[src/rtl/regs_pkg.sv]
// ----------------------------------------------------------------------------
// regs_pkg : GPR file geometry shared by regfile, issue logic and writeback.
// Revision : 1.0
// ----------------------------------------------------------------------------
`default_nettype none

package regs_pkg;
  localparam int GPR_AW = 5;
  localparam int GPR_N  = 32;
  localparam int GPR_DW = 64;
endpackage

`default_nettype wire

[src/rtl/rr_pick2.sv]
// ----------------------------------------------------------------------------
// rr_pick2 : combinational two-winner round-robin picker, distinct addresses.
// Revision : 1.0
// ----------------------------------------------------------------------------
`default_nettype none

module rr_pick2 #(
  parameter int NREQ = 4,
  parameter int AW   = 5,
  parameter int PW   = $clog2(NREQ)
) (
  input  logic [NREQ-1:0]    valid,
  input  logic [NREQ*AW-1:0] addr,
  input  logic [PW-1:0]      rr_ptr,
  output logic [NREQ-1:0]    grant0,
  output logic [NREQ-1:0]    grant1,
  output logic [PW-1:0]      idx0,
  output logic [PW-1:0]      idx1,
  output logic               any0,
  output logic               any1
);

  logic [AW-1:0] addr_a [NREQ];
  logic [PW:0]   sum;
  logic [PW-1:0] j;
  logic [AW-1:0] addr0;

  generate
    for (genvar i = 0; i < NREQ; i++) begin : g_addr
      assign addr_a[i] = addr[i*AW +: AW];
    end
  endgenerate

  always_comb begin
    grant0 = '0;
    grant1 = '0;
    idx0   = '0;
    idx1   = '0;
    any0   = 1'b0;
    any1   = 1'b0;
    sum    = '0;
    j      = '0;
    addr0  = '0;
    for (int k = 0; k < NREQ; k++) begin
      // Explicit wrap keeps the scan correct when NREQ is not a power of two.
      sum = {1'b0, rr_ptr} + (PW+1)'(k);
      if (sum >= (PW+1)'(NREQ)) sum = sum - (PW+1)'(NREQ);
      j = sum[PW-1:0];
      if (valid[j]) begin
        if (!any0) begin
          any0      = 1'b1;
          idx0      = j;
          addr0     = addr_a[j];
          grant0[j] = 1'b1;
        end else if (!any1 && (addr_a[j] != addr0)) begin
          any1      = 1'b1;
          idx1      = j;
          grant1[j] = 1'b1;
        end
      end
    end
  end

endmodule

`default_nettype wire

[src/rtl/regs_wb_arbiter.sv]
// ----------------------------------------------------------------------------
// regs_wb_arbiter : 2-port GPR writeback arbiter with per-register busy board.
// Revision : 1.0
// ----------------------------------------------------------------------------
`default_nettype none

module regs_wb_arbiter
  import regs_pkg::*;
#(
  parameter int NREQ = 4,
  parameter int AW   = GPR_AW,
  parameter int DW   = GPR_DW
) (
  input  logic               clk,
  input  logic               rst_n,
  input  logic [NREQ-1:0]    reqValid,
  output logic [NREQ-1:0]    reqReady,
  input  logic [NREQ*AW-1:0] reqAddr,
  input  logic [NREQ*DW-1:0] reqData,
  input  logic               reserveEn,
  input  logic [AW-1:0]      reserveAddr,
  output logic [GPR_N-1:0]   busy,
  output logic               err,
  output logic               writeEn0,
  output logic [AW-1:0]      writeAddr0,
  output logic [DW-1:0]      writeData0,
  output logic               writeEn1,
  output logic [AW-1:0]      writeAddr1,
  output logic [DW-1:0]      writeData1
);

  localparam int PW = $clog2(NREQ);

  logic [PW-1:0]    rr_ptr_q, rr_ptr_d;
  logic [NREQ-1:0]  grant0, grant1;
  logic [PW-1:0]    idx0, idx1;
  logic             any0, any1;
  logic [AW-1:0]    addr_a [NREQ];
  logic [DW-1:0]    data_a [NREQ];

  logic             we0_q, we0_d, we1_q, we1_d;
  logic [AW-1:0]    wa0_q, wa0_d, wa1_q, wa1_d;
  logic [DW-1:0]    wd0_q, wd0_d, wd1_q, wd1_d;
  logic [GPR_N-1:0] busy_q, busy_d;
  logic             err_q, err_d;
  logic             clr_hit;

  generate
    for (genvar i = 0; i < NREQ; i++) begin : g_unpack
      assign addr_a[i] = reqAddr[i*AW +: AW];
      assign data_a[i] = reqData[i*DW +: DW];
    end
  endgenerate

  rr_pick2 #(
    .NREQ (NREQ),
    .AW   (AW),
    .PW   (PW)
  ) u_pick (
    .valid  (reqValid),
    .addr   (reqAddr),
    .rr_ptr (rr_ptr_q),
    .grant0 (grant0),
    .grant1 (grant1),
    .idx0   (idx0),
    .idx1   (idx1),
    .any0   (any0),
    .any1   (any1)
  );

  assign reqReady = grant0 | grant1;

  function automatic logic [PW-1:0] ptr_inc(input logic [PW-1:0] p);
    return (int'(p) == NREQ-1) ? '0 : p + 1'b1;
  endfunction

  always_comb begin
    rr_ptr_d = rr_ptr_q;
    if (any1)      rr_ptr_d = ptr_inc(idx1);
    else if (any0) rr_ptr_d = ptr_inc(idx0);
    we0_d = any0;
    wa0_d = addr_a[idx0];
    wd0_d = data_a[idx0];
    we1_d = any1;
    wa1_d = addr_a[idx1];
    wd1_d = data_a[idx1];
  end

  // Clears track the registered write (same edge the regfile updates); a set wins.
  always_comb begin
    busy_d  = busy_q;
    clr_hit = (we0_q && (wa0_q == reserveAddr)) || (we1_q && (wa1_q == reserveAddr));
    if (we0_q) busy_d[wa0_q] = 1'b0;
    if (we1_q) busy_d[wa1_q] = 1'b0;
    if (reserveEn) busy_d[reserveAddr] = 1'b1;
    err_d = err_q | (reserveEn & busy_q[reserveAddr] & ~clr_hit);
  end

  always_ff @(posedge clk or negedge rst_n) begin
    if (!rst_n) begin
      rr_ptr_q <= '0;
      we0_q    <= 1'b0;
      wa0_q    <= '0;
      wd0_q    <= '0;
      we1_q    <= 1'b0;
      wa1_q    <= '0;
      wd1_q    <= '0;
      busy_q   <= '0;
      err_q    <= 1'b0;
    end else begin
      rr_ptr_q <= rr_ptr_d;
      we0_q    <= we0_d;
      wa0_q    <= wa0_d;
      wd0_q    <= wd0_d;
      we1_q    <= we1_d;
      wa1_q    <= wa1_d;
      wd1_q    <= wd1_d;
      busy_q   <= busy_d;
      err_q    <= err_d;
    end
  end

  assign writeEn0   = we0_q;
  assign writeAddr0 = wa0_q;
  assign writeData0 = wd0_q;
  assign writeEn1   = we1_q;
  assign writeAddr1 = wa1_q;
  assign writeData1 = wd1_q;
  assign busy       = busy_q;
  assign err        = err_q;

endmodule

`default_nettype wire

[config.mk]
export PLATFORM = sky130hd
export DESIGN_NAME = regs_wb_arbiter
export DESIGN_NICKNAME = d
export VERILOG_FILES = /design/src/rtl/regs_pkg.sv /design/src/rtl/rr_pick2.sv /design/src/rtl/regs_wb_arbiter.sv
export SDC_FILE = /design/constraint.sdc
export NUM_CORES = 1
export LEC_CHECK = 0
export CAP_MARGIN = 5
export CORE_AREA = 2 2 181 183
export CTS_CLUSTER_DIAMETER = 120
export DETAILED_ROUTE_END_ITERATION = 10
export DIE_AREA = 0 0 183 185
export PLACE_DENSITY = 0.75
export SYNTH_ARGS = -nofsm -noshare
export SYNTH_HDL_FRONTEND = slang
export SYNTH_HIERARCHICAL = 1
export SYNTH_SLANG_ARGS = --single-unit
[constraint.sdc]
create_clock -name clk -period 5.51 [get_ports clk]
set_clock_uncertainty 0.05 [all_clocks]
set_input_delay 1.3775 -clock clk [delete_from_list [all_inputs] [get_ports clk]]
set_output_delay 1.3775 -clock clk [all_outputs]
set_load 0.005 [all_outputs]
==> flow_summary.toml <==
[finish]
final_layout_size_suffix_gt1_share_pct = 26.6
layout.filler_cells = 2669
final_nets = 1574
multiInputGateArea_um2 = 6170
areaGrowthSynthToFinish_pct = 59.8
sequential_cell_area_in_the_final_layout_um2 = 4380

[timing]
timing.setup.tns_ns = 0
tightestPinTransition_ns = 1.18
final.period_utilization_pct = 98.9
max-slew-margin-rel_pct = 21.1
postLayoutSetupSlackWorst_ns = 0.0598
post-route-min-period_ns = 5.45
fin_hold_ws_ns = 0.470
timing.final.hold_violations = 0
max_slew_vio_count = 0
setup-violations-final = 0
rsz0062_at_grt = "yes"
fmax_ghz = 0.183

[yosys]
synth.top_cell.area_share_pct = 40.6
cell_taking_the_most_area_after_synthesis = "dfrtp_1"
netlist-cell-type-count = 70
synth-compound-area-share_pct = 8.51
synth_simple_gate_area_share_pct = 7.71
async_flop_share_pct = 100
synth.top_cells.by_area = "dfrtp_1 (41%), mux4_2 (33%), a22oi_1 (2.1%)"
mappedNetlistArea_um2 = 10800
yosys_warnings = 6
ys_seq_elements = 175
combinational_family_with_the_most_area_after_synthesis = "multiplexers"
synth_ff_type = "dfrtp_1"
synth.top_cells.by_count = "dfrtp_1 (175), mux4_2 (160), nand2_1 (47)"
yosysMostFrequentCell = "dfrtp_1"
yosys.area_share.xor_xnor_pct = 2.68
synth_enable_flop_cells = 0
synth_sequential_area_ratio_pct = 40.6
syn_avg_cell_area_um2 = 14.3
synth.mux.area_fraction_pct = 36.3
mappedNetlistNets = 1048
netlist_instances = 753
synthAdderAreaFrac_pct = 0.812

[detailed_routing]
antenna_violating_nets_left = 0
detail_route.first_pass.iterations = 6
drt-total-wl_um = 41600
drt-wirelength-per-cell_um = 24.4
vias = 9684
drt_iter0_markers = 915
via_per_inst = 5.69
detail_route.drc_violations = 0

[grt]
global_route_wire_length_before_repair_um = 60600
via_count_of_the_first_global_routing_pass = 10000
antenna_found_initial = 3
groute.usage.overall_pct = 24.1
grt.overflow.total = 0
pin_count_of_the_biggest_net_entering_global_routing = 113

[worst_hold_path]
hold_sp = "busy[16]"
hp-class = "reg -> reg"

[clock_tree]
clkLatencyLatePin_ns = 0.44
cts_root_buffer = "clkbuf_16"
tritoncts_num_sinks = 175
clkSlewWorstSetupHoldPaths_ns = 0.07
clock_path_buffers = 2
tritoncts = "done"
cts_buffers = 17
cts.htree.levels = 4

[setup_path]
startpoint_of_the_most_critical_setup_path = "reqAddr[12]"
worstSetupPathType = "in -> out"
timing.critical_path.required_ns = 4.08
worst-path-max-fanout = 5
worst-endpoint-arrival_ns = 4.02
category_of_the_worst_setup_path_launch_point = "input port"
crit-reg2reg-launch = "rr_ptr_q[0]"
crit_path_end_kind = "output port"

[power_and_ir_drop]
share_comb_of_total_power_pct = 71.9
internal_power_uw = 8020
net_switching_power_uw = 5000
vdd.ir_drop.worst_mv = 0.622
total_leakage_power_uw = 0.00671
switching_share_pct = 38.4
power-per-cell-area_nw_per_um2 = 755
power_frac_clock_pct = 9.4
part_of_the_power_in_registers_pct = 18.7

[floorplan]
initial_core_util_pct = 33.7
floorplan.die_area_um2 = 33900
fp.dieW_um = 183
floorplan.die.height_um = 185
floorplan.io_pins = 465
fp-row-count = 66
core_area_um2 = 32000

[place]
globalplace.congestion = 0.899
detailedPlacementHpwl_um = 32100
place.port_buffers = 464
pre_cts_slack_ns = -0.479

[outcome]
outcome = "completed"

[job]
max_cap_violations = 0
## sequential cells by signal, summed over array words and instances (netlist names)
| register | count |
|---|---|
| err | 1 |
| busy | 32 |
| rr_ptr_q | 2 |
| writeData0 | 64 |
| writeEn0 | 1 |
| writeAddr0 | 5 |
| writeEn1 | 1 |
| writeAddr1 | 5 |
| writeData1 | 64 |
## power groups by stage
stage	Sequential, uW	Clock (uW)	Combinational (uW)
CTS	2430	1260	9280
global route	2490	1310	9920
detailed placement	2440	0	9010
global placement	2440	0	8920
floorplan	2370	0	5340
finish	2430	1230	9360
## metal layers
metal | global-route usage (%) | share of wire, % | wire length (um) | vias up
met1 | 29.8 | 38 | 15800 | 4974
met3 | 6.39 | 8.4 | 3500 | 67
met4 | 7.58 | 2.7 | 1140 | 2
met2 | 41.2 | 51 | 21100 | 544
met5 | 0 | 0.031 | 13 | -
li1 | - | - | - | 4097
## final cells by class
class	instances	share of cell area, %
timing repair buffer	570	32.3
sequential	175	25.4
clock buffer	19	2.57
clock inverter	11	0.762
antenna	3	0.0435
inverter	9	0.210
tap	408	2.96
multi-input combinational	506	35.8
## metrics by stage
stage / util (%) / area, um^2 / power (uW) / instances
3_5_place_dp: 51.3 / 16400 / 11500 / 1649
6_report: 53.8 / 17200 / 13000 / 1701
5_1_grt: 53.8 / 17200 / 13700 / 1700
4_1_cts: 53.5 / 17100 / 13000 / 1695
3_3_place_gp: 51.3 / 16400 / 11400 / 1649
2_1_floorplan: - / 10800 / 7710 / 753
## final timing paths
| kind | slack [ns] | depth (start not counted) | end |
|---|---|---|---|
| max reg2reg | 0.95 | 18 | writeData1[3] |
| min | 0.47 | 2 | busy[16] |
| max in group asynchronous | 3.36 | 2 | busy[30] |
| min in group asynchronous | 1.04 | 1 | writeData0[50] |
| min reg2reg | 0.47 | 2 | busy[16] |
| max | 0.06 | 13 | reqReady[0] |
## layout by cell type, fill, tap and decap left out, types with 7 or more instances in the layout
cell | synthesis | final
nand2b_1 | 9 | 8
nand3_1 | 18 | 18
dlygate4sd2_1 | 0 | 15
nor3b_1 | 7 | 7
nand2_1 | 47 | 47
buf_4 | 2 | 91
clkbuf_16 | 0 | 17
xnor2_1 | 17 | 17
a22oi_1 | 30 | 29
a22o_1 | 12 | 12
ha_1 | 7 | 7
dlymetal6s2s_1 | 0 | 7
buf_12 | 1 | 9
clkdlybuf4s50_1 | 0 | 435
mux2i_1 | 12 | 11
nor2_1 | 22 | 21
dfrtp_1 | 175 | 174
o21ai_0 | 31 | 28
nand4_1 | 7 | 7
xor2_1 | 16 | 15
mux4_2 | 160 | 162
inv_1 | 8 | 8
## cell families after synthesis
| family | Yosys count |
|---|---|
| buffers and inverters | 72 |
| AND/OR/NAND/NOR | 156 |
| flip-flops | 175 |
| AO/OA/AOI/OAI | 127 |
| multiplexers | 183 |
| adder cells (fa/ha/maj) | 7 |
| XOR/XNOR | 33 |
## worst max-delay path: stages
cell and delay [ns]:
dlygate4sd2_1 0.26, buf_6 0.13, mux4_2 0.50, xor2_2 0.19, nor3_2 0.07, buf_4 0.15, a211oi_4 0.32, buf_6 0.17
nand2b_1 0.14, o31a_1 0.14, o21ai_1 0.06, or2_2 0.29, clkdlybuf4s15_2 0.23
## what timing repair did
| action | in CTS | in global routing |
|---|---|---|
| gates resized for setup | 43 | 28 |
| hold buffers | 0 | 0 |
| endpoints found under the setup margin | 4 | 4 |
| cloned | 1 | 0 |
| pin swaps | 13 | 9 |
| buffers inserted | 15 | 4 |
Note: power is estimated with default switching activity, not from simulation.
